**config.mk**
```make
export PLATFORM = sky130hd
export DESIGN_NAME = alu_share_arbiter
export DESIGN_NICKNAME = d
export VERILOG_FILES = /design/src/rtl/alu_share_arbiter.sv
export SDC_FILE = /design/constraint.sdc
export NUM_CORES = 1
export LEC_CHECK = 0
export ABC_AREA = 1
export CAP_MARGIN = 20
export CORE_MARGIN = 3
export CORE_UTILIZATION = 34
export CTS_BUF_LIST = sky130_fd_sc_hd__clkbuf_8
export CTS_CLUSTER_SIZE = 16
export DETAILED_ROUTE_END_ITERATION = 6
export PLACE_DENSITY = 0.9
export RECOVER_POWER = 50
export SYNTH_ARGS = -nofsm -noshare
export SYNTH_HDL_FRONTEND = slang
export SYNTH_SLANG_ARGS = --single-unit
```
**constraint.sdc**
```tcl
create_clock -name clk -period 1.9 [get_ports clk]
set_input_delay 0.57 -clock clk [delete_from_list [all_inputs] [get_ports clk]]
set_output_delay 0.57 -clock clk [all_outputs]
set_load 0.02 [all_outputs]
```
**src/rtl/alu_share_arbiter.sv**
```systemverilog
// alu_share_arbiter: round-robin share of one combinational ALU
// between two requesters, with a valid/ready response channel.
module alu_share_arbiter #(
  parameter int WIDTH = 32,
  parameter int OPW   = 3,
  parameter int MAXOP = 4
) (
  input  logic             clk,
  input  logic             rst_n,
  input  logic             req0_valid,
  output logic             req0_ready,
  input  logic [OPW-1:0]   req0_op,
  input  logic [WIDTH-1:0] req0_a,
  input  logic [WIDTH-1:0] req0_b,
  input  logic             req1_valid,
  output logic             req1_ready,
  input  logic [OPW-1:0]   req1_op,
  input  logic [WIDTH-1:0] req1_a,
  input  logic [WIDTH-1:0] req1_b,
  output logic [OPW-1:0]   alu_sl,
  output logic [WIDTH-1:0] alu_a,
  output logic [WIDTH-1:0] alu_b,
  input  logic [WIDTH-1:0] alu_out,
  input  logic             alu_zero,
  output logic             rsp_valid,
  input  logic             rsp_ready,
  output logic             rsp_id,
  output logic [WIDTH-1:0] rsp_data,
  output logic             rsp_zero,
  output logic             rsp_err,
  output logic             busy
);

  typedef enum logic [1:0] {
    IDLE = 2'd0,
    EXEC = 2'd1,
    RESP = 2'd2
  } state_t;

  state_t           state_q;
  state_t           state_d;
  logic             rr_q;
  logic [OPW-1:0]   op_q;
  logic [WIDTH-1:0] a_q;
  logic [WIDTH-1:0] b_q;
  logic             id_q;
  logic [WIDTH-1:0] res_q;
  logic             zero_q;
  logic             err_q;

  logic             any_v;
  logic             gnt_id;
  logic             accept;
  logic             done;
  logic [OPW-1:0]   op_sel;
  logic [WIDTH-1:0] a_sel;
  logic [WIDTH-1:0] b_sel;
  logic             err_sel;

  // Grant: a lone requester wins; a tie goes to the rr pointer.
  always_comb begin
    any_v   = req0_valid | req1_valid;
    gnt_id  = (req0_valid & req1_valid) ? rr_q : req1_valid;
    accept  = rst_n & (state_q == IDLE) & any_v;
    done    = (state_q == RESP) & rsp_ready;
    op_sel  = gnt_id ? req1_op : req0_op;
    a_sel   = gnt_id ? req1_a : req0_a;
    b_sel   = gnt_id ? req1_b : req0_b;
    err_sel = (op_sel > OPW'(MAXOP));
  end

  assign req0_ready = accept & ~gnt_id;
  assign req1_ready = accept & gnt_id;

  // ALU is only ever fed from the operand latches.
  assign alu_sl = op_q;
  assign alu_a  = a_q;
  assign alu_b  = b_q;

  assign rsp_valid = (state_q == RESP);
  assign rsp_id    = id_q;
  assign rsp_data  = res_q;
  assign rsp_zero  = zero_q;
  assign rsp_err   = err_q;
  assign busy      = (state_q != IDLE);

  // Next-state logic for IDLE -> EXEC -> RESP -> IDLE.
  always_comb begin
    state_d = state_q;
    unique case (state_q)
      IDLE:    if (any_v) state_d = EXEC;
      EXEC:    state_d = RESP;
      RESP:    if (rsp_ready) state_d = IDLE;
      default: state_d = IDLE;
    endcase
  end

  // State register.
  always_ff @(posedge clk or negedge rst_n) begin
    if (!rst_n) begin
      state_q <= IDLE;
    end else begin
      state_q <= state_d;
    end
  end

  // Request latches, loaded on grant.
  always_ff @(posedge clk or negedge rst_n) begin
    if (!rst_n) begin
      op_q  <= '0;
      a_q   <= '0;
      b_q   <= '0;
      id_q  <= 1'b0;
      err_q <= 1'b0;
    end else if (accept) begin
      op_q  <= op_sel;
      a_q   <= a_sel;
      b_q   <= b_sel;
      id_q  <= gnt_id;
      err_q <= err_sel;
    end
  end

  // Result capture at the end of the execute cycle.
  always_ff @(posedge clk or negedge rst_n) begin
    if (!rst_n) begin
      res_q  <= '0;
      zero_q <= 1'b0;
    end else if (state_q == EXEC) begin
      res_q  <= alu_out;
      zero_q <= alu_zero;
    end
  end

  // Round-robin pointer: the other requester wins the next tie.
  always_ff @(posedge clk or negedge rst_n) begin
    if (!rst_n) begin
      rr_q <= 1'b0;
    end else if (done) begin
      rr_q <= ~id_q;
    end
  end

endmodule
```
**Yosys cells after proc, flatten, opt, wreduce, memory -nomap -nowiden**

Cells that the tools add are included.
Widths: inputs -> output; s select.

- Bits in registers: 105
- Bits of input ports: 172
- Output and inout port bits: 106
- Word-level logic and storage cells: 33

- Magnitude comparators: 1
- Eq/ne operators: 4
- Mux-type cells: 7
- Bitwise gates (word level): 9
- Reductions and logical operators: 3

Operators by type and width:

| cell | count |
|---|---|
| $mux 32 | 2 |
| $and 1x1->1 | 6 |
| $pmux 2 s3 | 1 |
| $mux 2 | 2 |
| $gt 3x3->1 const B | 1 |
| $mux 3 | 1 |
| $eq 2x1->1 const B | 1 |
| $eq 2x2->1 const B | 1 |
| $logic_not 2->1 | 1 |
| $ne 2x1->1 const B | 1 |
| $ne 2x2->1 const B | 1 |
| $not 1->1 | 2 |
| $reduce_and 2->1 | 1 |
| $reduce_bool 2->1 | 1 |
| $mux 1 | 1 |
| $or 1x1->1 | 1 |

**Depth between registers and ports, before layout**

Gate-level depths: netlist (run 1).

- Depth after elaboration: 4
- Depth in mapped cells: 9
- Mapped depth without buffers: 8

**Worst setup path before layout (run 1)**

OpenSTA, ideal clock, no wires.

- Kind: input -> output
- Start: input req0_valid
- End: output req0_ready
- Arrival time: 1.364 ns
- Data required time: 1.330 ns
- Setup slack: -0.034 ns
- Cell stages on the path: 6
- Path buffers: 2
- Cells stage by stage: nand2_1 nand2_1 inv_2 nor2_1 buf_2 buf_2

- Cells in the longest elaborated chain, start to end: 4
- Elaborated cells between the ends (all ways): 6
- Classes of those cells: 1 x mux; 5 x bitwise

Ends and longest elaborated chain:

| what | RTL line | text |
|---|---|---|
| from (decl) | 10 | `input logic req0_valid,` |
| $and 1x1->1 | 63 | `gnt_id = (req0_valid & req1_valid) ? rr_q : req1_valid;` |
| $mux 1 | 63 |  |
| $not 1->1 | 72 | `assign req0_ready = accept & ~gnt_id;` |
| $and 1x1->1 * | 72 |  |
| to (decl) | 11 | `output logic req0_ready,` |

Mark *: on every way between the ends. The rest lies on a longest branch, timed or not.

**Final worst setup path (run 1)**

- Start: register state_q[1]
- End: output req0_ready

- Cells in the longest elaborated chain, start to end: 4

Ends and longest elaborated chain:

| what | RTL line | text |
|---|---|---|
| from (decl) | 40 | `state_t state_q;` |
| from (signal assigned) | 103 | `state_q <= state_d;` |
| $logic_not 2->1 | 64 | `accept = rst_n & (state_q == IDLE) & any_v;` |
| $and 1x1->1 (2 in series) | 64 |  |
| $and 1x1->1 | 72 |  |

Every way passes these cells.

==> results.json, run 1 <==
{
  "reg2reg_to": "alu_a[26]$_DFFE_PN0N_",
  "starting_density_of_the_core_pct": 35.7,
  "num_io_pins": 278,
  "finalWorstPathRequiredPeriod_ns": 1.89,
  "layout-drive-gt1-share_pct": 10.3,
  "critPathBufInv": 1,
  "layout.nets": 915,
  "max_slew_margin_pct": 43.7,
  "final-hold-violation-count": 0,
  "dp_hpwl_mm": 11.0,
  "synthesis.area_mm2": 0.00439,
  "postSynthRegisterBits": 105,
  "chipHeight_um": 120,
  "total_switching_power_mw": 4.39,
  "critical-path-slowest-cell": "dfrtp_1",
  "std_cell_rows": 40,
  "grt_setup_unrepaired": "yes",
  "ctsRootBufferMaster": "clkbuf_8",
  "slowest_delay_ns": 0.42,
  "critPathRequiredTime_ns": 1.33,
  "synth_sequential_area_ratio_pct": 59.8,
  "drcViolationCount": 0,
  "crit_chain": "nor2_4 > nand2_4 > nor2_4 > buf_6",
  "seqPwrFrac_pct": 35.3,
  "clk_pin_slew_ns": 0.10,
  "detail_route.iter0.violations": 214,
  "global_route_wire_length_before_repair_mm": 22.2,
  "yosys_top_cell_by_area": "dfrtp_1",
  "core_area_mm2": 0.0123,
  "final_area_mm2": 0.00748,
  "start_kind": "register",
  "critical_path.endpoint_type": "primary output",
  "worst-r2r-setup-slack_ns": 0.19,
  "dr_total_vias": 4251,
  "synth.top_cells.by_area": "dfrtp_1, nand2_1, mux2_2",
  "number_of_buffers_added_by_the_clock_tree_synthesis_step": 9,
  "postRouteAntennaNets": 0,
  "post_synth_inst_count": 467,
  "h-tree-depth": 3,
  "gpl.final_weighted_congestion": 0.800,
  "wirelength_mm": 14.5,
  "final_max_slew_viol_count": 0,
  "synth_top_area_share_pct": 59.8,
  "finalClockSkew_ns": 0.00912,
  "power.ir.vdd_worst_uv": 661,
  "critPathKind": "reg -> out",
  "grtUsageTotal_pct": 19.7,
  "total_leakage_power_nw": 3.57,
  "ys_warn_count": 0,
  "cell_area_after_placement_mm2": 0.00734,
  "die_w_um": 120,
  "cell_mode_on_critical_path": "nor2_4",
  "synthToLayoutAreaGrowth_pct": 70.2,
  "synth_fp_nets": 639,
  "detail_route.vias_per_cell": 4.64,
  "clk_latency_ns": 0.37,
  "cts_hold_buffers": 0,
  "hp-class": "in -> async",
  "first_pass_detailed_route_iteration_total": 4,
  "holdWs_ns": 0.279,
  "post-route-period-util_pct": 99.5,
  "power.combinational.fraction_pct": 49.1,
  "final.fill_count": 1071,
  "io_buffers": 277,
  "grt_antenna_before_repair": 0,
  "reg2regPathDepth": 6,
  "power.share.switching_pct": 40.2,
  "p_clk_share_pct": 15.5,
  "yosys.cell_types.count": 14,
  "crit-reg2reg-launch": "state_q[1]$_DFFE_PN0P_",
  "critical_path.top_delay_family": "flip-flops",
  "report.power.total_mw": 10.9,
  "cts-root-to-sink-buffers": 2,
  "fmax_mhz": 529,
  "clock_sinks": 105,
  "max_capacitance_violation_total": 0,
  "die-area_mm2": 0.0143,
  "finalSetupViolations": 0,
  "critPathArrivalTime_ns": 1.32,
  "cell_internal_pwr_mw": 6.52,
  "power_per_cell_area_mw_per_mm2": 1460,
  "tritoncts": "done",
  "status": "finished, final reports clean",
  "via_count_of_the_first_global_routing_pass": 4241,
  "critical_path.max_fanout": 4,
  "grt_max_degree": 69,
  "syn_area_per_cell_um2": 9.41,
  "worst_slew_pin_tran_ns": 0.845,
  "grt_overflow": 0,
  "insertedDiodeCount": 0,
  "drt-wirelength-per-cell_um": 15.8
}
flip-flops by register name, summed over array words and instances, names as in the netlist:
name      flops
alu_a        32
alu_b        32
alu_sl        3
rr_q          1
rsp_data     32
rsp_err       1
rsp_id        1
rsp_zero      1
state_q       2
layer usage:
layer	track usage, %	up-vias	wire length, um
met5	0	-	0
met4	6.51	0	238
met3	6.79	16	1430
met2	34.2	218	7240
met1	22.7	1973	5600
li1	-	2044	-
logic make-up (layout without fill, tap and decap cells):
logic type             Yosys count  count (layout)  synth area share (%)
multiplexers                    33              33                  8.46
flip-flops                     105             105                  59.8
buffers and inverters           34             315                  4.30
AND/OR/NAND/NOR                289             289                  26.7
AO/OA/AOI/OAI                    6               6                 0.683
worst max-delay path by stage:
stage	slack [ns]	start	end	cells after the start
after global placement	-0.87	req1_valid	req0_ready	6
after global routing	-0.08	rr_q$_DFFE_PN0P_	req0_ready	6
after detailed placement	-0.85	req1_valid	req0_ready	6
after floorplan	0.01	req1_valid	req1_ready	7
final	0.01	state_q[1]$_DFFE_PN0P_	req0_ready	4
after CTS	-0.1	state_q[1]$_DFFE_PN0P_	req0_ready	4
synthesized netlist by cell type:
master / count
o21ai_1: 1
nor2_1: 9
nand3_1: 64
nand2_1: 213
nor2_2: 1
inv_1: 8
dfrtp_1: 105
inv_2: 1
o21ai_0: 5
nand3b_1: 2
buf_6: 6
buf_2: 13
mux2_2: 33
clkbuf_1: 6
power groups by stage:
stage                     registers [mW]  clock network (mW)  logic [mW]
after floorplan                     5.17                   0        1.73
after global placement              3.88                   0        6.03
after detailed placement            3.91                   0        6.16
after CTS                           3.85                1.75        5.42
after global routing                4.00                1.81        5.76
final                               3.85                1.70        5.36
layout by cell type (no fill, tap or decap), types with 3 or more instances in the layout:
master / count
nand3_1: 64
buf_4: 13
dfrtp_1: 105
nor2_4: 3
bufinv_16: 3
o21ai_0: 5
clkbuf_8: 9
clkdlybuf4s50_1: 168
inv_1: 8
nand2_1: 210
mux2_2: 33
nor2_1: 6
dlygate4sd2_1: 102
stage by stage:
step / setup WS, ns / util [%] / instances / TNS [ns]
after global routing: -0.0773 / 60.7 / 916 / -0.134
after detailed placement: -0.847 / 59.6 / 900 / -43.50
after CTS: -0.0991 / 60.7 / 916 / -0.166
after floorplan: 0.0103 / - / 467 / 0
final: 0.0101 / 60.7 / 916 / 0
after global placement: -0.871 / 59.6 / 900 / -42.91
final cells by class:
cell class	count	area, um^2	share of cell area (%)
clock inverter	7	125	1.67
clock buffer	9	124	1.66
inverter	9	36.3	0.485
sequential	105	2630	35.1
timing repair buffer	290	2740	36.6
multi-input combinational	328	1620	21.6
tap	168	210	2.81
repair_timing:
item | CTS | global route
resized for setup | 126 | 11
endpoints found under the setup margin | 170 | 24
buffers inserted | 0 | 0
pin swaps | 3 | 4
worst reg2reg max path, delay by kind of cell (launching register included):
kind	cells	cell delay [ns]
buf+inv	1	0.57
simple gates	5	0.66
flops	1	0.42
Power figures use the tool's default switching activity.
==> inputs of run 2 (changes only) <==
--- a/config.mk
+++ b/config.mk
@@ -6,7 +6,6 @@
 export NUM_CORES = 1
 export LEC_CHECK = 0
 export ABC_AREA = 1
-export CAP_MARGIN = 20
 export CORE_MARGIN = 3
 export CORE_UTILIZATION = 34
 export CTS_BUF_LIST = sky130_fd_sc_hd__clkbuf_8
==> results of run 2 <==
Final layout, timing and power as in run 1 (identical DEF).
